[src/rtl/shift_sequencer.sv]
// Counted serial shift engine with parallel load and selectable direction.
// Optional rotate fill is enabled by defining SHIFT_SEQ_ROTATE_EN.
module shift_sequencer #(
  parameter int WIDTH = 8,
  parameter int LEN_W = $clog2(WIDTH+1)
) (
  input  logic             clk,
  input  logic             rst,
  input  logic             ena,
  input  logic             sload,
  input  logic [WIDTH-1:0] load_data,
  input  logic             start,
  input  logic [LEN_W-1:0] len,
  input  logic             dir,
  input  logic             sd_in,
`ifdef SHIFT_SEQ_ROTATE_EN
  input  logic             rot,
`endif
  output logic [WIDTH-1:0] q,
  output logic             sd_out,
  output logic             busy,
  output logic             done
);

  typedef enum logic {IDLE, SHIFT} state_t;

  state_t           state, state_nx;
  logic [WIDTH-1:0] q_nx;
  logic [LEN_W-1:0] cnt, cnt_nx, eff_len;
  logic             dir_r, dir_nx;
  logic             done_nx;
  logic             out_bit;
  logic             fill;

  localparam logic [LEN_W-1:0] WMAX = LEN_W'(WIDTH);

  assign eff_len = (len == '0 || len > WMAX) ? WMAX : len;
  assign out_bit = dir_r ? q[0] : q[WIDTH-1];
  assign sd_out  = out_bit;
  assign busy    = (state == SHIFT);

`ifdef SHIFT_SEQ_ROTATE_EN
  logic rot_r, rot_nx;
  assign fill = rot_r ? out_bit : sd_in;
`else
  assign fill = sd_in;
`endif

  always_ff @(posedge clk) begin
    if (rst) begin
      state <= IDLE;
      q     <= '0;
      cnt   <= '0;
      dir_r <= 1'b0;
      done  <= 1'b0;
`ifdef SHIFT_SEQ_ROTATE_EN
      rot_r <= 1'b0;
`endif
    end else begin
      state <= state_nx;
      q     <= q_nx;
      cnt   <= cnt_nx;
      dir_r <= dir_nx;
      done  <= done_nx;
`ifdef SHIFT_SEQ_ROTATE_EN
      rot_r <= rot_nx;
`endif
    end
  end

  always_comb begin
    state_nx = state;
    q_nx     = q;
    cnt_nx   = cnt;
    dir_nx   = dir_r;
    done_nx  = 1'b0;
`ifdef SHIFT_SEQ_ROTATE_EN
    rot_nx   = rot_r;
`endif
    // a load always wins and silently aborts any burst
    if (sload) begin
      q_nx     = load_data;
      state_nx = IDLE;
    end else begin
      unique case (state)
        IDLE: begin
          if (start) begin
            dir_nx   = dir;
            cnt_nx   = eff_len;
            state_nx = SHIFT;
`ifdef SHIFT_SEQ_ROTATE_EN
            rot_nx   = rot;
`endif
          end
        end
        SHIFT: begin
          if (ena) begin
            q_nx   = dir_r ? {fill, q[WIDTH-1:1]}
                           : {q[WIDTH-2:0], fill};
            cnt_nx = cnt - LEN_W'(1);
            if (cnt == LEN_W'(1)) begin
              state_nx = IDLE;
              done_nx  = 1'b1;
            end
          end
        end
        default: state_nx = IDLE;
      endcase
    end
  end

endmodule
[config.mk]
export PLATFORM = sky130hd
export DESIGN_NAME = shift_sequencer
export DESIGN_NICKNAME = d
export VERILOG_FILES = /design/src/rtl/shift_sequencer.sv
export SDC_FILE = /design/constraint.sdc
export NUM_CORES = 1
export LEC_CHECK = 0
export CAP_MARGIN = 20
export CORE_MARGIN = 2
export CORE_UTILIZATION = 35
export DETAILED_ROUTE_END_ITERATION = 7
export DONT_BUFFER_PORTS = 1
export GPL_TIMING_DRIVEN = 0
export HOLD_SLACK_MARGIN = 0.06
export PLACE_DENSITY = 0.45
export SYNTH_ARGS = -nofsm -noshare
export SYNTH_HDL_FRONTEND = slang
export SYNTH_SLANG_ARGS = --single-unit
export TNS_END_PERCENT = 5
[constraint.sdc]
create_clock -name clk -period 2 [get_ports clk]
set_input_delay 0.4 -clock clk [delete_from_list [all_inputs] [get_ports clk]]
set_output_delay 0.4 -clock clk [all_outputs]
set_load 0.005 [all_outputs]
==> flow_results.org <==
** Run status
- Outcome :: completed

** Timing
- Worst max-slew margin expressed relative to the limit :: 0.675
- Slew Viols, Final :: 0
- The number of hold-slack violations in the final timing report was 0.
- Setup violations remaining at the end of the flow were counted as 0.
- In the final timing run, aggregate negative setup slack is 0 ns.
- Worst clock skew on the final layout :: 0.00125 ns
- Fin crit period :: 1.56 ns
- Of the available clock period, the critical path in the final layout requires 0.782.
- Setup repair after global routing left no endpoint under its margin.
- For the pin with the worst max-slew slack, the measured transition is 0.487 ns.
- Max frequency :: 639 MHz
- Worst Slack Setup Final :: 0.435 ns

** Detailed routing
- Post-Route WL :: 2280 µm
- Drt first-iter violations :: 11
- DRC violations left :: 0
- In this run the remaining antenna-violating nets after routing total 0.
- The first detailed-routing pass took 4 iterations.
- Vias after detailed routing :: 795
- Dividing the detail-routed via count by the number of cells gives 5.80.
- After detailed routing, the average wire length per cell comes to 16.6 µm.

** Clock network
- Counting every sink on the clock net gives 15.
- Once the clock tree was built, the setup fixing pass inserted 0 buffers.
- H-tree depth :: 1
- After clock tree synthesis, the flow added hold-fix buffers numbering 0.
- TritonCTS built the clock tree.
- Clock Path Buffers :: 2
- Clock latency on the worst-skew pair :: 0.29 ns
- Clock tree synthesis inserted a total of 3 buffers.
- Clock root buffer master :: sky130_fd_sc_hd__clkbuf_4
- Number of gates resized after CTS :: 0
- Clock Pin Slew Worst Setup and Hold Paths :: 0.09 ns

** Setup path
- STA classifies the critical path endpoint as an output pin.
- Peak per-stage delay on the critical path :: 0.37 ns
- FF-to-FF setup slack :: 0.59 ns
- By startpoint and endpoint, the worst setup path is classified as register to output pin.
- Worst Path Arrival :: 1.16 ns
- Traced cell by cell, the critical path runs through buf_4, mux2_2.
- FF-to-FF path depth :: 4
- Data required time of the worst path :: 1.60 ns
- STA classifies the critical path startpoint as a register.
- Along the worst path, the maximum fanout reaches 10.
- The slowest stage of the critical path belongs to the cell sky130_fd_sc_hd__mux2_2.

** Floorplan
- During I/O placement, the number of pins put on the boundary was 30.
- The initial utilization of the core area, before any placement, comes to 0.363.
- Die span in y :: 54.5 µm
- The floorplan has 18 rows.
- Core area :: 2450 µm²
- The floorplan step set the die width to 54.5 µm.
- Area enclosed by the die boundary :: 2970 µm²

** Flow run
- The tool flagged a number of max-cap violations equal to 0.

** Placement
- Setup slack at placement :: 0.615 ns
- Routability-driven placement finished with a final weighted congestion of 0.712.
- DP HPWL :: 1630 µm
- In this run the tool buffered the top-level ports with 0 buffer cells.

** Synthesis
- Of the synthesized area, sequential elements account for 0.337.
- In this run, synthesis produced a sequential element count of 15.
- Most used DFF post-synth :: sky130_fd_sc_hd__dfxtp_1
- The synthesized design contains 0 enable-type register cells.
- Synthesized instance count :: 103
- Dividing the synthesized area by the synthesized cell count gives 8.66 µm².
- Of all flip-flops after synthesis, the portion carrying an async set or reset was 0.
- Number of nets in the synthesized netlist :: 124
- Count of warnings emitted by yosys :: 0
- The synthesized netlist occupies a cell area of 892 µm².
- Yosys mapped the design onto 37 distinct sky130hd cell types.

** Global routing
- First-pass GRT wire length :: 3660 µm
- Number of antenna violations at the first check in global routing :: 0
- Largest net degree at the start of global routing :: 11
- Via count of the first global-routing pass :: 776
- GRT Residual Overflow :: 0
- In the global route stage, overall resource usage came out at 0.176.

** Power
- In this run the power density over the cells is 654 nW/µm².
- Peak ir drop on the vdd network :: 445 µV
- For this design the static power due to leakage is 0.342 nW.

** Cells and area
- Synth-to-Final Area Change :: 7.15%
- The net count of the finished layout is 129.
- In the final layout, the share of cells above drive strength 1 is 0.112.
- Leaving out fill and tap cells, the most frequent cell in the layout is sky130_fd_sc_hd__a21oi_1.
- # diodes :: 0
- In the layout the commonest cells are sky130_fd_sc_hd__a21oi_1, sky130_fd_sc_hd__dfxtp_1, sky130_fd_sc_hd__nand2_1, sky130_fd_sc_hd__mux2i_1, sky130_fd_sc_hd__a211o_1.

** Hold path
- Along the worst hold path, the cell count comes to 2.
- Worst min-delay path category :: input pin to register
## worst paths after layout
| check | start | endpoint |
|---|---|---|
| max | dir_r | sd_out |
| min | load_data[0] | q[0] |
| max reg2reg | busy | cnt[0] |
| min reg2reg | cnt[2] | cnt[2] |
## metal layers
| metal | track usage | part of all wire | vias up |
|---|---|---|---|
| met5 | 0 | 0 | - |
| met2 | 0.267 | 0.45 | 33 |
| met1 | 0.227 | 0.45 | 369 |
| met3 | 0.0792 | 0.081 | 4 |
| met4 | 0.0417 | 0.014 | 0 |
| li1 | - | - | 389 |
## logic make-up after synthesis
kind of cell / after synthesis / share of synthesized area
multiplexers: 12 / 0.140
adder cells (fa/ha/maj): 2 / 0.0280
buffers and inverters: 14 / 0.0757
flip-flops: 15 / 0.337
AO/OA/AOI/OAI: 36 / 0.275
AND/OR/NAND/NOR: 24 / 0.145
## critical path, delay by kind of cell (launching register included)
kind	cells	cell delay, ns
mux	1	0.37
buf+inv	1	0.19
flops	1	0.32
## stage by stage
| stage | area, µm² | hold WS [ns] | std cells | util | total power [mW] |
|---|---|---|---|---|---|
| 3_3_place_gp | 930 | 0.526 | 133 | 0.379 | 0.449 |
| 4_1_cts | 956 | 0.230 | 137 | 0.389 | 0.632 |
| 2_1_floorplan | 892 | 0.486 | 103 | - | 0.425 |
| 3_5_place_dp | 930 | 0.532 | 133 | 0.379 | 0.450 |
| 6_report | 956 | 0.237 | 137 | 0.389 | 0.625 |
| 5_1_grt | 956 | 0.227 | 137 | 0.389 | 0.661 |
## Yosys cell counts (all sizes together), types with 2 or more instances
library cell / instances / area share
a211o: 8 / 0.079
a21oi: 16 / 0.090
buf: 7 / 0.046
clkbuf: 3 / 0.013
dfxtp: 15 / 0.34
ha: 2 / 0.028
inv: 4 / 0.017
mux2i: 11 / 0.13
nand2: 10 / 0.042
nor2: 2 / 0.0084
o21ai: 3 / 0.017
o22ai: 2 / 0.021
## flip-flops by register name, summed over array words and instances (netlist names)
| name | cells |
|---|---|
| q | 8 |
| busy | 1 |
| dir_r | 1 |
| cnt | 4 |
| done | 1 |
## where the power goes
part	total, mW	internal [mW]	switching, mW
clock network	0.182	0.0776	0.104
logic	0.109	0.0490	0.0599
registers	0.334	0.315	0.0187
## cell type report
cell class                      instances  area, µm²
Clock buffer                            4       26.3
Fill cell                             275       1500
Inverter                                4       15.0
Tap cell                               30       37.5
Sequential cell                        15        300
Buffer                                 10       52.6
Multi-Input combinational cell         74        524
Note: power is estimated with default switching activity, not from simulation.
